==> config.mk <==
export PLATFORM = sky130hd
export DESIGN_NAME = rx_ins_queue
export DESIGN_NICKNAME = d
export VERILOG_FILES = /design/src/rtl/rx_ins_queue_pkg.sv /design/src/rtl/rx_ins_queue_fifo.sv /design/src/rtl/rx_ins_queue.sv
export SDC_FILE = /design/constraint.sdc
export NUM_CORES = 1
export LEC_CHECK = 0
export ABC_AREA = 1
export CAP_MARGIN = 10
export CORE_ASPECT_RATIO = 1.4
export CORE_MARGIN = 10
export CORE_UTILIZATION = 47
export DETAILED_ROUTE_END_ITERATION = 8
export GPL_TIMING_DRIVEN = 0
export PLACE_DENSITY = 0.77
export SKIP_CTS_REPAIR_TIMING = 1
export SYNTH_ARGS = -nofsm -noshare
export SYNTH_HDL_FRONTEND = slang
export SYNTH_SLANG_ARGS = --single-unit
==> constraint.sdc <==
create_clock -name clk -period 14.7 [get_ports clk]
set_input_delay 2.94 -clock clk [delete_from_list [all_inputs] [get_ports clk]]
set_output_delay 2.94 -clock clk [all_outputs]
set_load 0.05 [all_outputs]
==> src/rtl/rx_ins_queue_pkg.sv <==
// Shared constants for the rx instruction queue: instruction word layout,
// issue FSM state encoding, opcode values and field-extraction helpers.
package INS_CONST;

  localparam int unsigned INST_W     = 64;
  localparam int unsigned OPCODE_MSB = 61;
  localparam int unsigned OPCODE_LSB = 58;
  localparam int unsigned OPCODE_W   = OPCODE_MSB - OPCODE_LSB + 1;
  localparam int unsigned BUF_ID_MSB = 57;
  localparam int unsigned BUF_ID_LSB = 52;
  localparam int unsigned BUF_ID_W   = BUF_ID_MSB - BUF_ID_LSB + 1;

  typedef enum logic [1:0] {
    ST_IDLE  = 2'd0,
    ST_CHECK = 2'd1,
    ST_ISSUE = 2'd2,
    ST_WAIT  = 2'd3
  } state_t;

  typedef enum logic [OPCODE_W-1:0] {
    OP_NOP      = 4'h0,
    OP_RX_CFG   = 4'h1,
    OP_RX_START = 4'h2,
    OP_RX_STOP  = 4'h3
  } opcode_t;

  // Opcode field of an instruction word.
  function automatic opcode_t ins_opcode(input logic [INST_W-1:0] w);
    return opcode_t'(w[OPCODE_MSB:OPCODE_LSB]);
  endfunction

  // Buffer id field of an instruction word.
  function automatic logic [BUF_ID_W-1:0] ins_buf_id(input logic [INST_W-1:0] w);
    return w[BUF_ID_MSB:BUF_ID_LSB];
  endfunction

endpackage

==> src/rtl/rx_ins_queue_fifo.sv <==
// Show-ahead synchronous FIFO holding queued rx instructions. Pointers carry
// an extra msb so full and empty are distinguishable without a counter.
module rx_ins_fifo
  import INS_CONST::*;
#(
  parameter int unsigned DEPTH = 8,
  parameter int unsigned W     = INST_W
) (
  input  logic                       clk,
  input  logic                       rst,
  input  logic                       push,
  input  logic                       pop,
  input  logic [W-1:0]               din,
  output logic [W-1:0]               dout,
  output logic                       full,
  output logic                       empty,
  output logic [$clog2(DEPTH):0]     level
);

  localparam int unsigned AW = $clog2(DEPTH);

  logic [W-1:0] mem [DEPTH];
  logic [AW:0]  wptr;
  logic [AW:0]  rptr;
  logic         do_push;
  logic         do_pop;

  assign full    = (wptr[AW] != rptr[AW]) && (wptr[AW-1:0] == rptr[AW-1:0]);
  assign empty   = (wptr == rptr);
  assign level   = wptr - rptr;
  assign do_push = push && !full;
  assign do_pop  = pop && !empty;
  assign dout    = mem[rptr[AW-1:0]];

  // Storage write; contents need no reset since empty gates every read use.
  always_ff @(posedge clk) begin
    if (do_push) begin
      mem[wptr[AW-1:0]] <= din;
    end
  end

  // Wrap-around read/write pointers.
  always_ff @(posedge clk or posedge rst) begin
    if (rst) begin
      wptr <= '0;
      rptr <= '0;
    end else begin
      if (do_push) wptr <= wptr + (AW+1)'(1);
      if (do_pop)  rptr <= rptr + (AW+1)'(1);
    end
  end

endmodule

==> src/rtl/rx_ins_queue.sv <==
// rx instruction queue: buffers decoded instructions and issues them one at a
// time to the rx configuration stage, holding any instruction whose buffer id
// is still marked busy by an earlier issue until the compute side releases it.
// Optional macro RX_QUEUE_STAT_EN adds stall_cycles / issue_count counters.
module rx_ins_queue
  import INS_CONST::*;
#(
  parameter int unsigned DEPTH   = 8,
  parameter int unsigned BUF_NUM = 64
) (
  input  logic                     clk,
  input  logic                     rst,
  input  logic                     in_valid,
  output logic                     in_ready,
  input  logic [INST_W-1:0]        in_ins,
  output logic                     ins_valid,
  input  logic                     ins_ready,
  output logic [INST_W-1:0]        ins,
  input  logic                     rx_done_pulse,
  input  logic                     buf_release,
  input  logic [BUF_ID_W-1:0]      buf_release_id,
  output logic [BUF_NUM-1:0]       busy_mask,
  output logic [$clog2(DEPTH):0]   queue_level,
`ifdef RX_QUEUE_STAT_EN
  output logic [31:0]              stall_cycles,
  output logic [15:0]              issue_count,
`endif
  output logic                     idle
);

  state_t                state;
  state_t                state_d;
  logic                  ins_valid_d;
  logic [INST_W-1:0]     ins_d;
  logic [BUF_NUM-1:0]    busy_d;
  logic [INST_W-1:0]     head;
  logic                  full;
  logic                  empty;
  logic                  push;
  logic                  handshake;
  logic [BUF_ID_W-1:0]   head_buf_id;
  logic                  head_busy;

  assign in_ready    = !full;
  assign push        = in_valid && in_ready;
  assign handshake   = ins_valid && ins_ready;
  assign head_buf_id = ins_buf_id(head);
  assign head_busy   = busy_mask[head_buf_id];
  assign idle        = (state == ST_IDLE) && empty;

  rx_ins_fifo #(
    .DEPTH (DEPTH),
    .W     (INST_W)
  ) u_fifo (
    .clk   (clk),
    .rst   (rst),
    .push  (push),
    .pop   (handshake),
    .din   (in_ins),
    .dout  (head),
    .full  (full),
    .empty (empty),
    .level (queue_level)
  );

  // Issue FSM state register.
  always_ff @(posedge clk or posedge rst) begin
    if (rst) state <= ST_IDLE;
    else     state <= state_d;
  end

  // Next state plus next values for the registered issue outputs. A write
  // seen in IDLE moves straight to CHECK so the head is evaluated the first
  // cycle it becomes visible.
  always_comb begin
    state_d     = state;
    ins_valid_d = ins_valid;
    ins_d       = ins;
    unique case (state)
      ST_IDLE: begin
        if (push || !empty) state_d = ST_CHECK;
      end
      ST_CHECK: begin
        if (!empty && !head_busy) begin
          state_d     = ST_ISSUE;
          ins_valid_d = 1'b1;
          ins_d       = head;
        end
      end
      ST_ISSUE: begin
        if (ins_ready) begin
          state_d     = ST_WAIT;
          ins_valid_d = 1'b0;
        end
      end
      ST_WAIT: begin
        if (rx_done_pulse) state_d = empty ? ST_IDLE : ST_CHECK;
      end
      default: begin
        state_d     = ST_IDLE;
        ins_valid_d = 1'b0;
      end
    endcase
  end

  // Registered instruction output; ins only changes on entry to ISSUE.
  always_ff @(posedge clk or posedge rst) begin
    if (rst) begin
      ins_valid <= 1'b0;
      ins       <= '0;
    end else begin
      ins_valid <= ins_valid_d;
      ins       <= ins_d;
    end
  end

  // Busy mask update: a set on handshake wins over a same-cycle release.
  always_comb begin
    busy_d = busy_mask;
    if (buf_release && (32'(buf_release_id) < BUF_NUM)) begin
      busy_d[buf_release_id] = 1'b0;
    end
    if (handshake) begin
      busy_d[ins_buf_id(ins)] = 1'b1;
    end
  end

  // Busy mask register.
  always_ff @(posedge clk or posedge rst) begin
    if (rst) busy_mask <= '0;
    else     busy_mask <= busy_d;
  end

`ifdef RX_QUEUE_STAT_EN
  // Wrapping counters: blocked CHECK cycles and completed handshakes.
  always_ff @(posedge clk or posedge rst) begin
    if (rst) begin
      stall_cycles <= '0;
      issue_count  <= '0;
    end else begin
      if ((state == ST_CHECK) && !empty && head_busy) begin
        stall_cycles <= stall_cycles + 32'd1;
      end
      if (handshake) begin
        issue_count <= issue_count + 16'd1;
      end
    end
  end
`endif

endmodule

# Word level (Yosys, flattened, before mapping)
# Memory sizes are Yosys's and may differ from the RTL's.
# Cells that the tools add are included.
# classes
addsub	3
magnitude_cmp	5
muxes	19
bitwise	3
reduce_logical	18
eq_ne	10
# ops
cell	n
two-way mux 64 bit	2
bitwise AND 64 bit	1
NOT 64 bit	1
bitwise OR 64 bit	1
< comparator 6 x 7 -> 1 bit (second input constant)	3
demux 1 bit (select 6 bit)	2
greater-or-equal comparator 6 x 1 -> 1 bit (second input constant)	2
logical AND 1 bit	9
adder 4 x 1 -> 4 bit (second input constant)	2
two-way mux 1 bit	8
two-way mux 2 bit	4
one-hot mux 2 bit (4 select lines)	1
binary-select mux 1 bit (select 6 bit)	1
!= test 2 bit (second input constant)	3
equality test 2 bit (second input constant)	2
equality test 4 bit	1
AND reduction 4 bit	1
subtractor 4 bit	1
equality test 3 bit	1
logical NOT 1 bit	3
AND reduction 3 bit	1
equality test 2 x 1 -> 1 bit (second input constant)	1
logical NOT 2 bit	1
!= test 2 x 1 -> 1 bit (second input constant)	1
other kinds (5)	5
# totals
mem_count	1
in_bits	76
ram_bits	512
wordCells	65
reg_bits	139
# memory_table
name	words	word_bits	read_ports	rd_ports_with_merged_regs	write_ports	line	rtl
u_fifo.mem	8	64	1	0	1	rx_ins_queue_fifo.sv:22	logic [W-1:0] mem [DEPTH];

# Longest topological paths before layout
# Gate-level depths: netlist of run 1.
# depth
depth_word	9
depth_mapped	19

# Hierarchy
# Synthesis of run 1 repeated with hierarchy kept, for this count alone.
# hier_totals
cells_unflattened	3068
hier_area_um2	29266.8
# modules_own_cells
mod	instances	seq_area_each_um2	cells_each	area_each_um2
rx_ins_fifo	1	15574.9	2312	23008.3
rx_ins_queue	1	3278.1	756	6258.5

# Worst setup path before layout of run 1
# No wires, ideal clock.
# synth_path
path_kind	input -> register
from	in in_valid
to	mem u_fifo.mem[7][0] (netlist bit) (enable)
setup_slack_ns	8.245
setup_ns	0.489
required_ns	14.211
cell_stages	4
t_arrival_ns	5.966
path_cell_list	nand2_1 > inv_1 > nand2_1 > nor2_1
# synth_between
elab_chain_cells	4
# synth_lines
item	line	rtl
from (decl)	rx_ins_queue.sv:13	input logic in_valid,
logical AND 1 bit	rx_ins_queue.sv:45	assign push = in_valid && in_ready;
logical AND 1 bit	rx_ins_queue_fifo.sv:31	assign do_push = push && !full;
two-way mux 1 bit	rx_ins_queue_fifo.sv:37	if (do_push) begin
two-way mux 1 bit (implied by the code)	rx_ins_queue_fifo.sv:38	mem[wptr[AW-1:0]] <= din;
to (decl)	rx_ins_queue_fifo.sv:22	
# No other way between the ends.

# Worst setup path after layout of run 1
# layout_path
from	reg u_fifo.rptr[2]
to	out idle
# layout_between
elab_chain_cells	2
# layout_lines
item	line	rtl
from (decl)	rx_ins_queue_fifo.sv:24	logic [AW:0] rptr;
from (signal assigned)	rx_ins_queue_fifo.sv:49	if (do_pop) rptr <= rptr + (AW+1)'(1);
equality test 4 bit	rx_ins_queue_fifo.sv:29	assign empty = (wptr == rptr);
logical AND 1 bit	rx_ins_queue.sv:49	assign idle = (state == ST_IDLE) && empty;
to (decl)	rx_ins_queue.sv:28	output logic idle
# No other way between the ends.

==> impl_metrics.env, run 1 <==
export IMPL_status="complete, no violations"
export IMPL_tns_ps=0
export IMPL_final_util=0.569
export IMPL_p_sw_mw=3.52
export IMPL_syn_inst=2235
export IMPL_synth_top_area_frac=0.578
export IMPL_htreeDepth=2
export IMPL_track_usage=0.226
export IMPL_p_int_mw=4.42
export IMPL_regArea_um2=18900
export IMPL_post_dp_cell_area_um2=30000
export IMPL_fin_crit_ps=8470
export IMPL_place_hpwl_um=53500
export IMPL_drt_first_pass_iters=6
export IMPL_ys_warn_count=0
export IMPL_grt_pass1_vias=19800
export IMPL_clock_latency_ps=630
export IMPL_cp_data_arrival_time_ps=5530
export IMPL_die_h_um=301
export IMPL_finalWorstSetupSlack_ps=6230
export IMPL_drt_initial_drc_count=2633
export IMPL_worst_pin_slew_ps=1140
export IMPL_yosys_area_top_type="edfxtp_1"
export IMPL_vias=19300
export IMPL_synthesis_nets=2321
export IMPL_synth_cell_type_count=34
export IMPL_cp_max_fo=10
export IMPL_power_frac_clock=0.195
export IMPL_ir_drop_mv=0.135
export IMPL_drtAntennaViolNets=0
export IMPL_port_buffers=209
export IMPL_slew_headroom=0.238
export IMPL_wirelength_um=77600
export IMPL_min_path_type="reg2reg"
export IMPL_worstPathRequired_ps=11760
export IMPL_overflow=0
export IMPL_setup_viol=0
export IMPL_fin_crit_sh=0.576
export IMPL_numCtsBuffers=56
export IMPL_power_density_nw_per_um2=248
export IMPL_start_kind="flip-flop"
export IMPL_ys_ff_latch=651
export IMPL_cts_sinks=651
export IMPL_rsz0062_at_grt="no"
export IMPL_clock_skew_ps=36.1
export IMPL_wl_per_cell_um=23.5
export IMPL_comb_power_share=0.476
export IMPL_dieArea_um2=66600
export IMPL_synth_edf_count=512
export IMPL_grt_pass1_wl_um=118000
export IMPL_async_flop_share=0.214
export IMPL_fill_cells=4485
export IMPL_synthTopCellsByArea="edfxtp_1, dfrtp_1, nand2_1"
export IMPL_power_mw=7.94
export IMPL_gp_congestion=0.927
export IMPL_chipWidth_um=221
export IMPL_antenna_found_initial=9
export IMPL_rows=103
export IMPL_hold_violations=0
export IMPL_p_sw_frac=0.444
export IMPL_nets=2605
export IMPL_pin_count=211
export IMPL_grt_max_degree=78
export IMPL_synth_area_um2=26600
export IMPL_fmax_mhz=118
export IMPL_syn_area_per_cell_um2=11.9
export IMPL_yosysSeqAreaShare=0.709
export IMPL_p_leak_nw=11.6
export IMPL_worstSetupEndpointType="primary output"
export IMPL_synthToLayoutAreaGrowth_pct=20.3
export IMPL_final_cell_area_um2=32000
export IMPL_worst_setup_path_type="reg2out"
export IMPL_viasPerCell=5.83
export IMPL_path_clk_slew_ps=70
export IMPL_clockBufferDepth=3
export IMPL_cts_tree="built"
export IMPL_cts_root_buf="clkbuf_16"
export IMPL_slew_violations=0
export IMPL_synth_flop_cell="edfxtp_1"
export IMPL_seqPwrFrac=0.328
export IMPL_drc=0
export IMPL_drv_cap=0
export IMPL_multi_input_area_um2=6780
export IMPL_dp_slack_ps=7000
export IMPL_initial_utilization=0.473
export IMPL_core_region_area_um2=56200
export IMPL_drive_above_1_share=0.0651
power by group through the flow:
stage,logic [mW],registers (mW),clock network [mW]
floorplan,1.88,3.12,0
global placement,3.58,2.67,0
detailed placement,3.73,2.63,0
CTS,3.76,2.60,1.57
global route,4.06,2.63,1.64
finish,3.78,2.60,1.55
critical path, cell delays in order (launching register included):
cell             delay [ps]
dfrtp_1                 530
inv_2                   270
clkbuf_1                640
clkbuf_1                530
clkbuf_1                560
ha_1                    310
inv_1                    80
nor3_1                  190
nand2_1                 280
clkbuf_1                320
nor2_1                  300
clkdlybuf4s50_1         860
cells in the final DEF, fill, tap and decap left out, types with 9 or more instances in the layout:
cell / Yosys / final
nor3_1: 19 / 19
a21oi_1: 64 / 64
nand3_1: 84 / 84
nand3b_1: 25 / 25
inv_1: 87 / 86
clkinv_1: 0 / 10
buf_2: 10 / 10
buf_1: 15 / 15
nand2_1: 505 / 505
nand4_1: 65 / 65
edfxtp_1: 512 / 512
clkbuf_1: 87 / 90
o22ai_1: 60 / 60
clkdlybuf4s50_1: 0 / 209
nor2_1: 133 / 125
buf_12: 0 / 15
o21ai_0: 307 / 307
clkbuf_16: 0 / 59
ha_1: 9 / 9
buf_6: 18 / 18
a32o_1: 62 / 62
dfrtp_1: 139 / 139
area by class of cell:
class	instances	share of cell area
inverters	91	0.0109
multi-input cells	1358	0.212
diodes	4	0.000313
repair buffers	226	0.0765
clock inverters	42	0.0139
plain buffers	135	0.0213
flip-flops and latches	651	0.589
well taps	735	0.0287
clock buffers	63	0.0469
layer usage:
layer | part of all wire | GRT usage | vias to the layer above
met5 | 0.0013 | 0 | -
met4 | 0.052 | 0.126 | 12
met3 | 0.085 | 0.0461 | 258
met2 | 0.51 | 0.392 | 1084
met1 | 0.36 | 0.257 | 9283
li1 | - | - | 8640
cells in the mapped netlist (all sizes together) (19+ instances only):
cell,number
nand3b,25
nor3,19
a32o,62
edfxtp,512
a21oi,64
buf,48
o21ai,307
nand4,65
o22ai,60
nand3,92
clkbuf,87
nand2,508
dfrtp,139
nor2,133
inv,91
sequential cells by signal, indices dropped and copies added (netlist names):
signal and count:
busy_mask 64, ins 64, ins_valid 1, state 2, u_fifo.mem 512, u_fifo.rptr 4, u_fifo.wptr 4
kinds of logic (layout without fill, tap and decap cells):
family / Yosys count / count (layout) / synth area share
simple gates: 844 / 844 / 0.137
buf+inv: 226 / 557 / 0.0385
other cells: 0 / 4 / 0
xor+xnor: 8 / 8 / 0.00263
flops: 651 / 651 / 0.709
compound gates: 496 / 496 / 0.108
fa+ha+maj: 10 / 10 / 0.00499
final timing paths:
| check | startpoint | endpoint | slack [ps] | cells after the start |
|---|---|---|---|---|
| worst max-delay path | u_fifo.rptr[2] | idle | 6230 | 11 |
| min in group asynchronous | rst | ins[6] | 2820 | 2 |
| worst min-delay path | ins[46] | ins[46] | 470 | 2 |
| max in group asynchronous | rst | ins[32] | 11020 | 3 |
| worst min register to register | ins[46] | ins[46] | 470 | 2 |
| worst max register to register | u_fifo.rptr[2] | u_fifo.mem[4][39] | 9450 | 13 |
per-stage QoR:
step,std cells,hold slack [ps]
final,3305,475
after global routing,3304,492
after CTS,3301,476
after detailed placement,3196,460
after global placement,3179,457
after floorplan,2235,460
Power figures use the tool's default switching activity.
==> inputs of run 2 (changes only) <==
==> constraint.sdc (replaced) <==
create_clock -name clk -period 8.5 [get_ports clk]
set_input_delay 1.7 -clock clk [delete_from_list [all_inputs] [get_ports clk]]
set_output_delay 1.7 -clock clk [all_outputs]
set_load 0.05 [all_outputs]
==> impl_metrics.env, run 2 (synthesized netlist as in run 1, its figures left out) <==
export IMPL_reg2regPathDepth=14
export IMPL_nets=2605
export IMPL_clockBufferDepth=3
export IMPL_overflow=0
export IMPL_cts_sinks=651
export IMPL_drive_above_1_share=0.0651
export IMPL_track_usage=0.226
export IMPL_largest_reg_flops=512
export IMPL_reg2reg_to="u_fifo.mem[3][38]"
export IMPL_die_h_um=301
export IMPL_min_path_type="reg2reg"
export IMPL_fin_crit_ps=7220
export IMPL_drtAntennaViolNets=0
export IMPL_layout_commonest_cell="edfxtp_1"
export IMPL_worst_pin_slew_ps=1160
export IMPL_viasPerCell=5.87
export IMPL_worst_setup_path_type="reg2out"
export IMPL_place_hpwl_um=53500
export IMPL_rrSetupSlack_ps=3280
export IMPL_numCtsBuffers=56
export IMPL_cts_root_buf="clkbuf_16"
export IMPL_layout_common_cells="edfxtp_1, nand2_1, o21ai_0"
export IMPL_ir_drop_mv=0.234
export IMPL_reg2reg_from="u_fifo.rptr[2]"
export IMPL_dieArea_um2=66600
export IMPL_finalWorstSetupSlack_ps=1280
export IMPL_drt_first_pass_iters=6
export IMPL_port_buffers=209
export IMPL_final_cell_area_um2=32000
export IMPL_fill_cells=4486
export IMPL_synthToLayoutAreaGrowth_pct=20.2
export IMPL_worstPathRequired_ps=6800
export IMPL_fin_crit_sh=0.849
export IMPL_hold_violations=0
export IMPL_fmax_mhz=139
export IMPL_clock_skew_ps=36.6
export IMPL_core_region_area_um2=56200
export IMPL_wirelength_um=77700
export IMPL_start_kind="flip-flop"
export IMPL_setup_viol=0
export IMPL_rsz0062_at_grt="no"
export IMPL_pin_count=211
export IMPL_slew_headroom=0.225
export IMPL_post_dp_cell_area_um2=30000
export IMPL_min_to="ins[46]"
export IMPL_p_leak_nw=11.6
export IMPL_cts_tree="built"
export IMPL_vias=19400
export IMPL_rows=103
export IMPL_gp_congestion=0.927
export IMPL_power_mw=13.7
export IMPL_antenna_found_initial=9
export IMPL_wl_per_cell_um=23.5
export IMPL_drc=0
export IMPL_initial_utilization=0.473
export IMPL_grt_pass1_vias=19800
export IMPL_worstSetupEndpointType="primary output"
export IMPL_tns_ps=0
export IMPL_status="complete, no violations"
export IMPL_dp_slack_ps=2040
export IMPL_drv_cap=0
export IMPL_cp_data_arrival_time_ps=5520
export IMPL_cp_max_fo=10
export IMPL_drt_initial_drc_count=2687
export IMPL_path_clk_slew_ps=70
export IMPL_htreeDepth=2
export IMPL_chipWidth_um=221
export IMPL_min_from="ins[46]"
export IMPL_whs_path_depth=2
export IMPL_slew_violations=0
export IMPL_clock_latency_ps=630
export IMPL_grt_max_degree=78
export IMPL_grt_pass1_wl_um=118000
export IMPL_power_density_nw_per_um2=429
run 2: changes by cell type in the layout (fill, tap and decap cells not counted), sizes merged:
| cell | change |
|---|---|
| diode | -1 |
run 2: area by class of cell:
| class | instances | area (um^2) | share of cell area |
|---|---|---|---|
| Antenna cell | 3 | 7.51 | 0.000235 |
| Buffer | 135 | 681 | 0.0213 |
| Clock buffer | 63 | 1500 | 0.0469 |
| Clock inverter | 42 | 444 | 0.0139 |
| Inverter | 91 | 349 | 0.0109 |
| Multi-Input combinational cell | 1358 | 6780 | 0.212 |
| Sequential cell | 651 | 18900 | 0.589 |
| Tap cell | 735 | 920 | 0.0288 |
| Timing Repair Buffer | 226 | 2450 | 0.0765 |
run 2: through the flow:
step | hold WS, ps | cells | utilization
finish | 475 | 3304 | 0.569
global route | 492 | 3304 | 0.569
CTS | 476 | 3301 | 0.569
detailed placement | 460 | 3196 | 0.534
global placement | 457 | 3179 | 0.527
floorplan | 460 | 2235 | -
run 2: worst max-delay path by stage:
| stage | startpoint | slack, ps | endpoint | cells after the start |
|---|---|---|---|---|
| after CTS | u_fifo.rptr[2] | 1350 | idle | 11 |
| after global routing | u_fifo.rptr[2] | 1140 | idle | 11 |
| after detailed placement | u_fifo.rptr[2] | 2040 | idle | 11 |
| after floorplan | u_fifo.rptr[2] | 2690 | u_fifo.mem[7][0] | 12 |
| after global placement | u_fifo.rptr[2] | -460 | u_fifo.mem[3][34] | 12 |
| final | u_fifo.rptr[2] | 1280 | idle | 11 |
run 2: metal layers:
| metal | track usage | share of wire | vias up |
|---|---|---|---|
| li1 | - | - | 8641 |
| met1 | 0.257 | 0.36 | 9384 |
| met2 | 0.393 | 0.51 | 1101 |
| met3 | 0.0464 | 0.084 | 272 |
| met4 | 0.125 | 0.052 | 12 |
| met5 | 0 | 0.0013 | - |
run 2: where the power goes:
group / switching, mW / internal (mW) / total (mW)
Sequential: 0.354 / 4.15 / 4.50
Combinational: 4.56 / 1.99 / 6.54
Clock: 1.19 / 1.50 / 2.69
run 2: worst max-delay path: stages (launching register included):
cell and delay (ps):
dfrtp_1 530, inv_2 260, clkbuf_1 630, clkbuf_1 520, clkbuf_1 560, ha_1 310
inv_1 80, nor3_1 190, nand2_1 280, clkbuf_1 330, nor2_1 310, clkdlybuf4s50_1 870
==> inputs of run 3 (changes only) <==
--- a/config.mk
+++ b/config.mk
@@ -12,7 +12,7 @@
 export CORE_UTILIZATION = 47
 export DETAILED_ROUTE_END_ITERATION = 8
 export GPL_TIMING_DRIVEN = 0
-export PLACE_DENSITY = 0.77
+export PLACE_DENSITY = 0.79
 export SKIP_CTS_REPAIR_TIMING = 1
 export SYNTH_ARGS = -nofsm -noshare
 export SYNTH_HDL_FRONTEND = slang
==> constraint.sdc (replaced) <==
create_clock -name clk -period 6.2 [get_ports clk]
set_input_delay 1.24 -clock clk [delete_from_list [all_inputs] [get_ports clk]]
set_output_delay 1.24 -clock clk [all_outputs]
set_load 0.05 [all_outputs]
==> impl_metrics.env, run 3 (synthesized netlist as in run 1, its figures left out) <==
export IMPL_status="complete, no violations"
export IMPL_grt_max_degree=78
export IMPL_final_cell_area_um2=31900
export IMPL_fin_crit_sh=0.932
export IMPL_rsz0062_at_grt="no"
export IMPL_antenna_found_initial=11
export IMPL_dp_cells=3196
export IMPL_layout_common_cells="edfxtp_1, nand2_1, o21ai_0"
export IMPL_viasPerCell=5.92
export IMPL_cts_sinks=651
export IMPL_regArea_um2=18900
export IMPL_drc=0
export IMPL_cp_data_arrival_time_ps=4540
export IMPL_hold_violations=0
export IMPL_largest_reg_flops=512
export IMPL_slew_headroom=0.329
export IMPL_post_dp_cell_area_um2=30000
export IMPL_drt_first_pass_iters=6
export IMPL_initial_utilization=0.473
export IMPL_start_kind="flip-flop"
export IMPL_cts_tree="built"
export IMPL_power_density_nw_per_um2=585
export IMPL_slew_violations=0
export IMPL_port_buffers=209
export IMPL_wl_per_cell_um=23.4
export IMPL_grt_pass1_vias=19700
export IMPL_layoutNonFillerInstCount=3301
export IMPL_gp_congestion=0.945
export IMPL_worstPathRequired_ps=4960
export IMPL_rows=103
export IMPL_wirelength_um=77200
export IMPL_cp_max_fo=28
export IMPL_clock_latency_ps=630
export IMPL_final_util=0.568
export IMPL_drv_cap=0
export IMPL_setup_viol=0
export IMPL_track_usage=0.222
export IMPL_min_path_type="reg2reg"
export IMPL_dieArea_um2=66600
export IMPL_fmax_mhz=173
export IMPL_layout_commonest_cell="edfxtp_1"
export IMPL_clock_skew_ps=24.7
export IMPL_fill_cells=4429
export IMPL_drtAntennaViolNets=0
export IMPL_nets=2602
export IMPL_place_hpwl_um=53500
export IMPL_p_leak_nw=11.6
export IMPL_drt_initial_drc_count=2701
export IMPL_chipWidth_um=221
export IMPL_rrSetupSlack_ps=1960
export IMPL_path_clk_slew_ps=70
export IMPL_overflow=0
export IMPL_die_h_um=301
export IMPL_synthToLayoutAreaGrowth_pct=19.9
export IMPL_power_mw=18.6
export IMPL_drive_above_1_share=0.0617
export IMPL_multi_input_area_um2=6780
export IMPL_worst_pin_slew_ps=1010
export IMPL_fin_crit_ps=5780
export IMPL_cts_root_buf="clkbuf_16"
export IMPL_vias=19500
export IMPL_worstSetupEndpointType="primary output"
export IMPL_pin_count=211
export IMPL_clockBufferDepth=3
export IMPL_core_region_area_um2=56200
export IMPL_grt_pass1_wl_um=115000
export IMPL_numCtsBuffers=57
export IMPL_worst_setup_path_type="reg2out"
export IMPL_ir_drop_mv=0.349
export IMPL_tns_ps=0
export IMPL_htreeDepth=2
-- run 3: cell types whose count changed in the layout (fill, tap and decap cells not counted), sizes merged --
cell,previous run,this run
clkinv,22,10
clkbuf,150,160
clkinvlp,9,7
diode,3,5
bufinv,7,6
-- run 3: final timing paths --
kind,end,cells past startpoint,from
setup / recovery,idle,10,u_fifo.rptr[1]
setup reg to reg,u_fifo.mem[0][33],13,u_fifo.rptr[1]
max in group asynchronous,ins[26],3,rst
hold / removal,ins[13],2,ins[13]
min in group asynchronous,ins[12],2,rst
hold reg to reg,ins[13],2,ins[13]
-- run 3: cell type report --
cell class / count / share of cell area
inverter: 91 / 0.0109
multi-input combinational: 1358 / 0.213
buffer: 131 / 0.0209
clock inverter: 27 / 0.0105
antenna: 5 / 0.000392
tap: 735 / 0.0288
timing repair buffer: 226 / 0.0772
sequential: 651 / 0.591
clock buffer: 77 / 0.0477
-- run 3: critical path: stages, from the launching register on --
cell and delay, ps:
dfrtp_1 480, inv_1 170, buf_2 260, buf_2 630, ha_1 250, inv_1 50, nor3_1 230, nand2_1 310
clkbuf_1 350, nor2_1 300, clkdlybuf4s50_1 870
-- run 3: power by group --
part	switching [mW]	internal, mW
Combinational	6.18	2.72
Sequential	0.495	5.69
Clock	1.57	1.99
Total	8.25	10.4
-- run 3: through the flow --
| stage | hold WS, ps | setup slack (ps) |
|---|---|---|
| detailed placement | 462 | 163 |
| floorplan | 460 | 392 |
| global placement | 457 | -2770 |
| global route | 500 | 227 |
| CTS | 478 | -553 |
| finish | 475 | 424 |
-- run 3: layer usage --
metal  wire [um]  global-route usage  vias up
li1            -                   -     8637
met1       27500               0.250     9419
met2       38800               0.385     1223
met3        7070              0.0493      255
met4        3700               0.123       12
met5          74                   0        -
